File: src/rtl/iter_div_if.sv
// Request/response bundle between the execute stage and iter_div.
// master = execute stage (initiator), slave = divider (responder).
interface iter_div_if;
  logic        signed_div_i;
  logic [31:0] opdata1_i;
  logic [31:0] opdata2_i;
  logic        start_i;
  logic        annul_i;
  logic [63:0] result_o;
  logic        ready_o;

  modport master (
    output signed_div_i, opdata1_i, opdata2_i,
    output start_i, annul_i,
    input  result_o, ready_o
  );

  modport slave (
    input  signed_div_i, opdata1_i, opdata2_i,
    input  start_i, annul_i,
    output result_o, ready_o
  );
endinterface

File: src/rtl/iter_div.sv
// Iterative 32-bit radix-2 restoring divider for DIV/DIVU.
// Optional ITER_DIV_ZERO_CHECK_EN: short-circuit divide-by-zero to 0.
module iter_div (
  input logic       clk,
  input logic       rst,
  iter_div_if.slave bus
);

  typedef enum logic [1:0] {
    FREE, BYZERO, ON, END
  } state_t;

  state_t      state_q, state_d;
  logic [5:0]  cnt_q, cnt_d;
  logic [64:0] dvd_q, dvd_d;
  logic [31:0] dvs_q, dvs_d;
  logic        negq_q, negq_d;
  logic        negr_q, negr_d;
  logic [63:0] res_d;
  logic        rdy_d;

  logic        accept;
  logic        abort;
  logic        sgn1, sgn2;
  logic [31:0] mag1, mag2;
  logic [33:0] trial;
  logic [64:0] step;
  logic [31:0] quo, rem;
  logic [63:0] fin;

  assign accept = bus.start_i & ~bus.annul_i;
  assign abort  = bus.annul_i | ~bus.start_i;

  assign sgn1 = bus.signed_div_i & bus.opdata1_i[31];
  assign sgn2 = bus.signed_div_i & bus.opdata2_i[31];
  assign mag1 = sgn1 ? -bus.opdata1_i : bus.opdata1_i;
  assign mag2 = sgn2 ? -bus.opdata2_i : bus.opdata2_i;

  // bit 64 of the shift register is always 0 between iterations
  assign trial = dvd_q[64:31] - {2'b0, dvs_q};
  assign step  = trial[33] ? {dvd_q[63:0], 1'b0}
                           : {trial[32:0], dvd_q[30:0], 1'b1};

  assign quo = step[31:0];
  assign rem = step[63:32];
  assign fin = {negr_q ? -rem : rem, negq_q ? -quo : quo};

  always_ff @(posedge clk or posedge rst) begin
    if (rst) begin
      state_q      <= FREE;
      cnt_q        <= '0;
      dvd_q        <= '0;
      dvs_q        <= '0;
      negq_q       <= 1'b0;
      negr_q       <= 1'b0;
      bus.result_o <= '0;
      bus.ready_o  <= 1'b0;
    end else begin
      state_q      <= state_d;
      cnt_q        <= cnt_d;
      dvd_q        <= dvd_d;
      dvs_q        <= dvs_d;
      negq_q       <= negq_d;
      negr_q       <= negr_d;
      bus.result_o <= res_d;
      bus.ready_o  <= rdy_d;
    end
  end

  always_comb begin
    state_d = state_q;
    case (state_q)
      FREE: begin
        if (accept) begin
`ifdef ITER_DIV_ZERO_CHECK_EN
          state_d = (bus.opdata2_i == '0) ? BYZERO : ON;
`else
          state_d = ON;
`endif
        end
      end
`ifdef ITER_DIV_ZERO_CHECK_EN
      BYZERO: state_d = abort ? FREE : END;
`endif
      ON: begin
        if (abort)
          state_d = FREE;
        else if (cnt_q == 6'd31)
          state_d = END;
      end
      END: begin
        if (abort)
          state_d = FREE;
      end
      default: state_d = FREE;
    endcase
  end

  always_comb begin
    cnt_d  = cnt_q;
    dvd_d  = dvd_q;
    dvs_d  = dvs_q;
    negq_d = negq_q;
    negr_d = negr_q;
    res_d  = bus.result_o;
    rdy_d  = bus.ready_o;
    case (state_q)
      FREE: begin
        if (accept) begin
          cnt_d  = '0;
          dvd_d  = {33'b0, mag1};
          dvs_d  = mag2;
          negq_d = sgn1 ^ sgn2;
          negr_d = sgn1;
          res_d  = '0;
          rdy_d  = 1'b0;
        end
      end
`ifdef ITER_DIV_ZERO_CHECK_EN
      BYZERO: begin
        res_d = '0;
        rdy_d = ~abort;
      end
`endif
      ON: begin
        if (abort) begin
          res_d = '0;
          rdy_d = 1'b0;
        end else begin
          dvd_d = step;
          cnt_d = cnt_q + 6'd1;
          if (cnt_q == 6'd31) begin
            res_d = fin;
            rdy_d = 1'b1;
          end
        end
      end
      END: begin
        if (abort) begin
          res_d = '0;
          rdy_d = 1'b0;
        end
      end
      default: begin
        res_d = '0;
        rdy_d = 1'b0;
      end
    endcase
  end

endmodule

File: src/flat_wrapper.sv
// flat-port wrapper written by rule: the top's interface ports become plain ports
module iter_div_flat 
  (clk, rst, bus_signed_div_i, bus_opdata1_i, bus_opdata2_i, bus_start_i, bus_annul_i, bus_result_o, bus_ready_o);
  iter_div_if bus_i ();
  input logic clk;
  input logic rst;
  input wire logic [$bits(bus_i.signed_div_i)-1:0] bus_signed_div_i;
  input wire logic [$bits(bus_i.opdata1_i)-1:0] bus_opdata1_i;
  input wire logic [$bits(bus_i.opdata2_i)-1:0] bus_opdata2_i;
  input wire logic [$bits(bus_i.start_i)-1:0] bus_start_i;
  input wire logic [$bits(bus_i.annul_i)-1:0] bus_annul_i;
  output wire logic [$bits(bus_i.result_o)-1:0] bus_result_o;
  output wire logic [$bits(bus_i.ready_o)-1:0] bus_ready_o;
  assign bus_i.signed_div_i = bus_signed_div_i;
  assign bus_i.opdata1_i = bus_opdata1_i;
  assign bus_i.opdata2_i = bus_opdata2_i;
  assign bus_i.start_i = bus_start_i;
  assign bus_i.annul_i = bus_annul_i;
  assign bus_result_o = bus_i.result_o;
  assign bus_ready_o = bus_i.ready_o;
  iter_div u_core (.clk(clk), .rst(rst), .bus(bus_i));
endmodule
File: config.mk
export PLATFORM = sky130hd
export DESIGN_NAME = iter_div_flat
export DESIGN_NICKNAME = d
export VERILOG_FILES = /design/src/rtl/iter_div_if.sv /design/src/rtl/iter_div.sv /design/src/flat_wrapper.sv
export SDC_FILE = /design/constraint.sdc
export NUM_CORES = 1
export LEC_CHECK = 0
export BUFFER_PORTS_ARGS = -buffer_cell sky130_fd_sc_hd__buf_4
export CAP_MARGIN = 20
export CORE_ASPECT_RATIO = 0.75
export CORE_UTILIZATION = 59
export CTS_BUF_LIST = sky130_fd_sc_hd__clkbuf_4
export DETAILED_ROUTE_END_ITERATION = 7
export PLACE_DENSITY = 0.8
export SYNTH_ARGS = -nofsm -noshare
export SYNTH_HDL_FRONTEND = slang
export SYNTH_SLANG_ARGS = --single-unit
File: constraint.sdc
create_clock -name clk -period 10.5 [get_ports clk]
set_input_delay 0.525 -clock clk [delete_from_list [all_inputs] [get_ports clk]]
set_output_delay 0.525 -clock clk [all_outputs]
set_load 0.02 [all_outputs]
Yosys cells after proc, flatten, opt, wreduce, memory -nomap -nowiden
Cells that the tools add are included.
{ "word_totals": {"reg_bits": 172, "inputBits": 69, "out_inout_bits": 65, "wordCells": 59} }
{ "op_classes": {"add_sub_neg": 6, "eq_ne": 7, "muxes": 26, "bitwise": 7, "n_reduce_logical": 5} }
{ "ops": {"columns": ["operator", "n"], "rows": [
  ["$mux W64", 4],
  ["$mux W65", 3],
  ["$pmux W64 S3", 1],
  ["$pmux W65 S2", 1],
  ["$mux W32", 4],
  ["$neg A32 Y32", 4],
  ["$sub A34 B32 Y34", 1],
  ["$mux W6", 2],
  ["$pmux W6 S2", 1],
  ["$mux W2", 4],
  ["$add A6 B1 Y6 const B", 1],
  ["$eq A6 B5 Y1 const B", 1],
  ["$pmux W2 S3", 1],
  ["$reduce_and A3 Y1", 2],
  ["$eq A2 B2 Y1 const B", 2],
  ["$mux W1", 4],
  ["$ne A2 B1 Y1 const B", 2],
  ["$and A1 B1 Y1", 3],
  ["$ne A3 B1 Y1 const B", 1],
  ["$pmux W1 S3", 1],
  ["$logic_not A2 Y1", 1],
  ["$ne A2 B2 Y1 const B", 1],
  ["$not A1 Y1", 2],
  ["$reduce_and A2 Y1", 1],
  ["other kinds (3)", 3]
]} }

Logic depth before layout (Yosys ltp)
Gate-level depths: netlist of the first run.
{ "depth": {"word_depth": 7, "mapped_depth": 23, "mapped_depth_nobuf": 18} }

Worst setup path after synthesis of the first run
Ideal clock, no wire load.
{ "synth_path": {"path_type": "register to register", "start": "register u_core.dvd_q[37]", "end": "register u_core.bus.result_o[60]", "setup_ns": 0.123, "t_arrival_ns": 3.999, "t_required_ns": 10.377, "slack_ns": 6.378, "stages_incl_launch_ff": 22, "path_buffers": 4, "synth_period_minus_slack_ns": 4.122, "cell_sequence": "dfrtp_1 > ha_1 > a21oi_2 > o21ai_2 > a221oi_2 > o211ai_2 > and3_1 > a221oi_4 > and2_4 > buf_8 > buf_12 > buf_6 > buf_2 > nand2_1 > o21ai_0 > ha_1 > nand3_1 > mux2i_1 > nand4_1 > o31ai_1 > xnor2_1 > o21ai_1"} }
{ "synth_via": {"elab_chain_len": 7} }
{ "synth_lines": {"columns": ["item", "line", "text"], "rows": [
  ["start: declaration", "iter_div.sv:15", "logic [64:0] dvd_q, dvd_d;"],
  ["start signal: assignment", "iter_div.sv:61", "dvd_q <= dvd_d;"],
  ["$sub A34 B32 Y34", "iter_div.sv:40", "assign trial = dvd_q[64:31] - {2'b0, dvs_q};"],
  ["$mux W65 (*)", "iter_div.sv:41", "assign step = trial[33] ? {dvd_q[63:0], 1'b0}"],
  ["$neg A32 Y32", "iter_div.sv:46", "assign fin = {negr_q ? -rem : rem, negq_q ? -quo : quo};"],
  ["$mux W32 (*)", "iter_div.sv:46", null],
  ["$mux W64 (*)", "iter_div.sv:132", "if (cnt_q == 6'd31) begin"],
  ["$mux W64 (*)", "iter_div.sv:126", "if (abort) begin"],
  ["$pmux W64 S3 (*)", "iter_div.sv:107", "case (state_q)"],
  ["end signal: assignment", "iter_div.sv:65", "bus.result_o <= res_d;"],
  ["end: declaration", "iter_div_if.sv:21", "output result_o, ready_o"]
]} }
Mark *: on every way between the ends. The rest lies on a longest branch, timed or not. The select of a mux whose other input is x is not followed.
A chain may end at the register's enable or synchronous reset.

Final worst setup path of the first run
{ "layout_path": {"start": "register u_core.dvd_q[43]", "end": "register u_core.bus.result_o[60]"} }
Same word-level chain as after synthesis.

==> results of run 1 <==
cell families after synthesis:
family / share of synthesized area (%)
AND/OR/NAND/NOR: 17.48
buffers and inverters: 5.093
flip-flops: 36.36
multiplexers: 3.519
AO/OA/AOI/OAI: 22.42
adder cells (fa/ha/maj): 4.104
XOR/XNOR: 11.02
worst max-delay path, stage by stage (launching register included):
cell	delay, ps
sky130_fd_sc_hd__dfrtp_1	470
sky130_fd_sc_hd__ha_1	390
sky130_fd_sc_hd__a21oi_1	210
sky130_fd_sc_hd__o21ai_1	140
sky130_fd_sc_hd__a31oi_1	230
sky130_fd_sc_hd__o211ai_2	200
sky130_fd_sc_hd__and3_1	230
sky130_fd_sc_hd__a221oi_4	280
sky130_fd_sc_hd__and2_4	510
sky130_fd_sc_hd__buf_4	540
sky130_fd_sc_hd__inv_6	180
sky130_fd_sc_hd__mux2i_1	280
sky130_fd_sc_hd__ha_1	310
sky130_fd_sc_hd__nand3_1	100
sky130_fd_sc_hd__mux2i_1	370
sky130_fd_sc_hd__nand4_1	260
sky130_fd_sc_hd__o31ai_1	350
sky130_fd_sc_hd__xnor2_1	160
sky130_fd_sc_hd__o21ai_1	70
report_power, final:
part           internal [µW]  switching, µW
clock network            108            281
registers                703           46.0
logic                    170            280
total                    980            607
sequential cells by signal, summed over array words and instances (netlist names):
| name | count |
|---|---|
| u_core.state_q | 2 |
| u_core.negr_q | 1 |
| u_core.negq_q | 1 |
| u_core.dvs_q | 32 |
| u_core.dvd_q | 65 |
| u_core.bus.result_o | 64 |
| u_core.cnt_q | 6 |
worst max path at each step:
stage                                                     end                         start
after global placement    u_core.bus.result_o[60]$_DFFE_PP0P_  u_core.dvd_q[43]$_DFFE_PP0P_
after CTS                 u_core.bus.result_o[60]$_DFFE_PP0P_  u_core.dvd_q[37]$_DFFE_PP0P_
after detailed placement  u_core.bus.result_o[60]$_DFFE_PP0P_  u_core.dvd_q[37]$_DFFE_PP0P_
final                     u_core.bus.result_o[60]$_DFFE_PP0P_  u_core.dvd_q[43]$_DFFE_PP0P_
after global routing      u_core.bus.result_o[60]$_DFFE_PP0P_   u_core.dvs_q[6]$_DFFE_PP0P_
after floorplan            u_core.bus.result_o[0]$_DFFE_PP0P_                           rst
layer usage:
layer  vias up  GRT usage, %  wire [µm]
met4         0         8.419        645
li1       5153             -          -
met5         -             0          0
met1      5137         49.95      15140
met2       477         43.79      13390
met3        46         4.662       2491
through the flow:
stage | setup slack [ps] | instance area (µm²) | instances | hold slack (ps)
2_1_floorplan | 5343 | 11770 | 1408 | 455.6
3_3_place_gp | 5416 | 12800 | 1729 | 462.4
3_5_place_dp | 5203 | 12800 | 1729 | 472.1
4_1_cts | 5201 | 13080 | 1761 | 111.4
5_1_grt | 4868 | 13140 | 1765 | 122.1
6_report | 5129 | 13140 | 1765 | 48.95
area by class of cell:
cell class                 instances  area share (%)
multi-input combinational       1102           52.59
sequential                       171           32.57
timing repair buffer             143           8.475
tap                              253           2.409
inverter                          63           1.876
clock inverter                    15           1.095
clock buffer                      17          0.9712
antenna                            1         0.01904
cells in the final DEF (no fill, tap or decap), types with 17 or more instances in the layout:
cell	n
sky130_fd_sc_hd__nand3_1	17
sky130_fd_sc_hd__a21oi_1	93
sky130_fd_sc_hd__o22ai_1	30
sky130_fd_sc_hd__o31ai_1	32
sky130_fd_sc_hd__xor2_1	74
sky130_fd_sc_hd__mux2i_1	31
sky130_fd_sc_hd__xnor2_1	74
sky130_fd_sc_hd__buf_4	140
sky130_fd_sc_hd__inv_1	61
sky130_fd_sc_hd__dfrtp_1	171
sky130_fd_sc_hd__o21ai_1	17
sky130_fd_sc_hd__nor2_1	96
sky130_fd_sc_hd__clkbuf_4	17
sky130_fd_sc_hd__nand2_1	204
sky130_fd_sc_hd__o21ai_0	165
sky130_fd_sc_hd__ha_1	37
sky130_fd_sc_hd__nor3_1	24
==> results.json, run 1 <==
{
  "worst_r2r_endpoint": "u_core.bus.result_o[60]$_DFFE_PP0P_",
  "drt-initial-drc-count": 1165,
  "period_needed_ps": 5371,
  "cts_root_buf": "sky130_fd_sc_hd__clkbuf_4",
  "cp-start-kind": "flop",
  "powerDensity_nw_per_um2": 120.7,
  "grt_pass1_vias": 9924,
  "die_area_um2": 20520,
  "coreArea_um2": 19430,
  "wire_per_inst_um": 17.94,
  "drtAntennaViolNets": 0,
  "max-slew-margin-rel_pct": 25.53,
  "antenna_found_initial": 1,
  "synth_cell_types": 82,
  "die_x_um": 165.1,
  "synthFlopType": "sky130_fd_sc_hd__dfrtp_1",
  "floorplan.rows": 44,
  "initial_standard_cell_utilization_of_the_core_pct": 60.55,
  "tritoncts.num_buffers": 17,
  "finalNetCount": 1605,
  "ctsHtreeMaxLevel": 4,
  "layout-drive-gt1-share_pct": 14.76,
  "grt_pass1_wl_um": 51160,
  "synth.area.top_cells": "sky130_fd_sc_hd__dfrtp_1, sky130_fd_sc_hd__o21ai_0, sky130_fd_sc_hd__nand2_1, sky130_fd_sc_hd__xnor2_1, sky130_fd_sc_hd__xor2_1",
  "routed_wl_um": 31660,
  "yosys_warnings": 0,
  "resize_count_post_cts": 0,
  "synth_common_cells": "sky130_fd_sc_hd__nand2_1, sky130_fd_sc_hd__dfrtp_1, sky130_fd_sc_hd__o21ai_0",
  "worst-endpoint-arrival_ps": 5860,
  "synth_to_layout_area_growth_pct": 11.66,
  "fillerInstances": 1654,
  "worst-r2r-setup-slack_ps": 5130,
  "grt_use_total_pct": 31.41,
  "post-dp-hpwl_um": 23210,
  "max-clock-path-buffers": 2,
  "ios": 134,
  "synth_top_area_share_pct": 36.36,
  "finClkSkew_ps": 34.86,
  "leak_pwr_uw": 0.005845,
  "total_negative_slack_for_setup_checks_ps": 0,
  "total_power_uw": 1587,
  "area_of_the_multi_input_gates_um2": 6910,
  "yosysSeqAreaShare_pct": 36.36,
  "finalSetupViolCount": 0,
  "routed_vias": 10810,
  "gp_routability_congestion": 0.9883,
  "postSynthNetCount": 1515,
  "postLayoutCoreUtil_pct": 67.62,
  "rsz0062_at_grt": "false",
  "timing.critical_path.to_type": "flop",
  "grt_overflow": 0,
  "clock_sink_count": 171,
  "tritoncts": "built",
  "post_synth_instance_area_um2": 11770,
  "largest_net_degree_at_the_start_of_global_routing": 101,
  "synthesis.instances": 1408,
  "timing.rr.start": "u_core.dvd_q[43]$_DFFE_PP0P_",
  "reg2reg_depth": 18,
  "finalCritPeriodShare_pct": 51.15,
  "hold_path_class": "input pin to async pin",
  "run_status": "complete, no violations",
  "area_occupied_by_registers_um2": 4279,
  "worstSetupPathType": "flop to flop",
  "cp_max_fo": 37,
  "fmax_ghz": 0.1862,
  "drcViolationCount": 0,
  "drt_pre_antenna_iters": 8,
  "drt-vias-per-instance": 6.126,
  "cts_setup_buffers": 0,
  "synth_edf_count": 0,
  "post_cts_hold_buffer_count": 0,
  "synthArstFlopShare_pct": 100.0,
  "synthesis.area_per_instance_um2": 8.358,
  "drv_slew": 0,
  "clkLatencyLatePin_ps": 600,
  "most_instantiated_library_cell_after_synthesis": "sky130_fd_sc_hd__nand2_1",
  "maxCapViolations": 0,
  "final_hold_viol_count": 0,
  "netlist.top_cell.by_area": "sky130_fd_sc_hd__dfrtp_1",
  "cp_data_required_time_ps": 10990,
  "synth.ff_latch_count": 171,
  "power.ir.vdd_worst_v": 0.00008604,
  "cts.reportedPaths.clkPinSlew_ps": 190,
  "port_buffers": 133,
  "die_height_um": 124.3,
  "worst_slew_pin_slew_ps": 1116
}
Note: power is estimated with default switching activity, not from simulation.
==> inputs of run 2 (changes only) <==
Clock period 10.5 ns to 5.2 ns, I/O delays scaled along.
==> run 2 against run 1 <==
  * Final cell count grew 2.2%
  * Sequential share of layout area is 0.88 points lower
  * Clock skew is 7.3 ps lower
  * Register-to-register slack worse by 4700 ps
  * Global-route usage grew 1.2 points
  * Combinational power is 100% higher
  * Utilization increased by 1.9 points
  * Non-clock buffer count up 38
  * Critical path type unchanged
  * Largest power group unchanged
==> results.json, run 2 (same netlist as run 1, synthesis figures left out) <==
{
  "largest_net_degree_at_the_start_of_global_routing": 101,
  "drt_pre_antenna_iters": 6,
  "worst_slew_pin_slew_ps": 1147,
  "wire_per_inst_um": 18.00,
  "gp_routability_congestion": 0.9887,
  "hp-start": "bus_opdata1_i[4]",
  "max-slew-margin-rel_pct": 23.55,
  "grt_overflow": 0,
  "finClkSkew_ps": 27.56,
  "die_x_um": 165.1,
  "registers.top_by_ff_count": "u_core.dvd_q",
  "cp-start-kind": "flop",
  "drtAntennaViolNets": 0,
  "worst-r2r-setup-slack_ps": 470,
  "placed_cell_area_um2": 12850,
  "timing.critical_path.to_type": "flop",
  "total_power_uw": 3204,
  "antenna_found_initial": 2,
  "clock_sink_count": 171,
  "worst_hold_path.endpoint": "u_core.dvd_q[4]$_DFFE_PP0P_",
  "grt_pass1_wl_um": 52750,
  "max-clock-path-buffers": 2,
  "cts_setup_buffers": 0,
  "registers_with_the_highest_flip_flop_counts": "u_core.dvd_q x65, u_core.bus.result_o x64, u_core.dvs_q x32",
  "ios": 134,
  "cts_root_buf": "sky130_fd_sc_hd__clkbuf_4",
  "leak_pwr_uw": 0.005990,
  "layout_commonest_cell": "sky130_fd_sc_hd__nand2_1",
  "final_area_um2": 13510,
  "tritoncts": "built",
  "cts.reportedPaths.clkPinSlew_ps": 160,
  "period_needed_ps": 4727,
  "hold_path_class": "input pin to flop",
  "run_status": "complete, no violations",
  "layout-drive-gt1-share_pct": 14.46,
  "ctsHtreeMaxLevel": 4,
  "fmax_ghz": 0.2115,
  "floorplan.rows": 44,
  "die_height_um": 124.3,
  "worst_r2r_endpoint": "u_core.bus.result_o[60]$_DFFE_PP0P_",
  "port_buffers": 133,
  "grt_use_total_pct": 32.59,
  "reg2reg_depth": 17,
  "drt-vias-per-instance": 6.115,
  "worstSetupPathType": "flop to flop",
  "worst-endpoint-arrival_ps": 5230,
  "power.ir.vdd_worst_v": 0.0001523,
  "timing.rr.start": "u_core.dvd_q[37]$_DFFE_PP0P_",
  "maxCapViolations": 0,
  "largest_reg_flops": 65,
  "routed_vias": 11030,
  "rsz0062_at_grt": "false",
  "final_cell_mix": "sky130_fd_sc_hd__nand2_1, sky130_fd_sc_hd__dfrtp_1, sky130_fd_sc_hd__o21ai_0",
  "clkLatencyLatePin_ps": 630,
  "coreArea_um2": 19430,
  "total_negative_slack_for_setup_checks_ps": 0,
  "final_hold_viol_count": 0,
  "drv_slew": 0,
  "die_area_um2": 20520,
  "synth_to_layout_area_growth_pct": 14.78,
  "drcViolationCount": 0,
  "cp_max_fo": 27,
  "initial_standard_cell_utilization_of_the_core_pct": 60.55,
  "cp_data_required_time_ps": 5700,
  "grt_pass1_vias": 10260,
  "finalNetCount": 1643,
  "whs_path_depth": 4,
  "post-dp-hpwl_um": 23690,
  "powerDensity_nw_per_um2": 237.2,
  "drt-initial-drc-count": 1290,
  "finalCritPeriodShare_pct": 90.91,
  "fillerInstances": 1567,
  "routed_wl_um": 32460,
  "finalSetupViolCount": 0,
  "hold_ws_ps": 11.26,
  "tritoncts.num_buffers": 17
}
==> run 2: worst max path at each step <==
stage / cells past startpoint / endpoint / startpoint / slack, ps
after floorplan: 1 / u_core.bus.result_o[0]$_DFFE_PP0P_ / rst / 310
after global placement: 17 / u_core.bus.result_o[60]$_DFFE_PP0P_ / u_core.dvd_q[43]$_DFFE_PP0P_ / 790
after detailed placement: 17 / u_core.bus.result_o[60]$_DFFE_PP0P_ / u_core.dvd_q[37]$_DFFE_PP0P_ / 570
after CTS: 17 / u_core.bus.result_o[60]$_DFFE_PP0P_ / u_core.dvd_q[37]$_DFFE_PP0P_ / 530
after global routing: 17 / u_core.bus.result_o[60]$_DFFE_PP0P_ / u_core.dvd_q[37]$_DFFE_PP0P_ / 160
final: 17 / u_core.bus.result_o[60]$_DFFE_PP0P_ / u_core.dvd_q[37]$_DFFE_PP0P_ / 470
==> run 2: worst max-delay path, stage by stage, from the launching register on <==
cell	delay (ps)
sky130_fd_sc_hd__dfrtp_1	480
sky130_fd_sc_hd__ha_1	400
sky130_fd_sc_hd__a21oi_2	210
sky130_fd_sc_hd__o21ai_2	100
sky130_fd_sc_hd__a221oi_2	250
sky130_fd_sc_hd__o211ai_2	230
sky130_fd_sc_hd__and3_1	230
sky130_fd_sc_hd__a221oi_4	280
sky130_fd_sc_hd__and2_4	490
sky130_fd_sc_hd__inv_6	80
sky130_fd_sc_hd__mux2i_1	270
sky130_fd_sc_hd__ha_1	310
sky130_fd_sc_hd__nand3_1	100
sky130_fd_sc_hd__mux2i_1	330
sky130_fd_sc_hd__nand4_1	270
sky130_fd_sc_hd__o31ai_1	340
sky130_fd_sc_hd__xnor2_1	150
sky130_fd_sc_hd__o21ai_1	70
==> run 2: power by group <==
part / switching [µW] / internal [µW] / leakage [µW]
clock: 559 / 208 / 0.000140
combinational: 560 / 358 / 0.00360
sequential: 100 / 1420 / 0.00225
total: 1220 / 1990 / 0.00599
==> run 2: metrics by stage <==
stage | worst slack (ps) | util (%) | std cells
2_1_floorplan | 308.2 | - | 1408
3_3_place_gp | 792.9 | 66.00 | 1732
3_5_place_dp | 567.2 | 66.14 | 1733
4_1_cts | 529.9 | 69.35 | 1801
5_1_grt | 162.3 | 69.50 | 1803
6_report | 472.9 | 69.50 | 1803
==> run 2: layout make-up <==
cell class                 count  area (µm²)  area share (%)
antenna                        1       2.502         0.01853
inverter                      63       246.5           1.825
clock inverter                15       135.1           1.000
clock buffer                  17       127.6          0.9449
multi-input combinational   1102        6910           51.16
tap                          253       316.6           2.344
sequential                   171        4279           31.68
timing repair buffer         181        1489           11.02
==> run 2: timing repair <==
action / CTS / global route
gates resized for setup: 0 / 0
hold buffers: 36 / 0
endpoints found under the hold margin: 112 / 0
==> run 2: metal layers <==
metal | global-route usage [%] | part of all wire, % | up-vias
met5 | 0 | 0 | -
met4 | 9.714 | 2.2 | 0
met3 | 6.394 | 9.6 | 54
met2 | 46.91 | 43 | 550
met1 | 49.11 | 45 | 5207
li1 | - | - | 5215
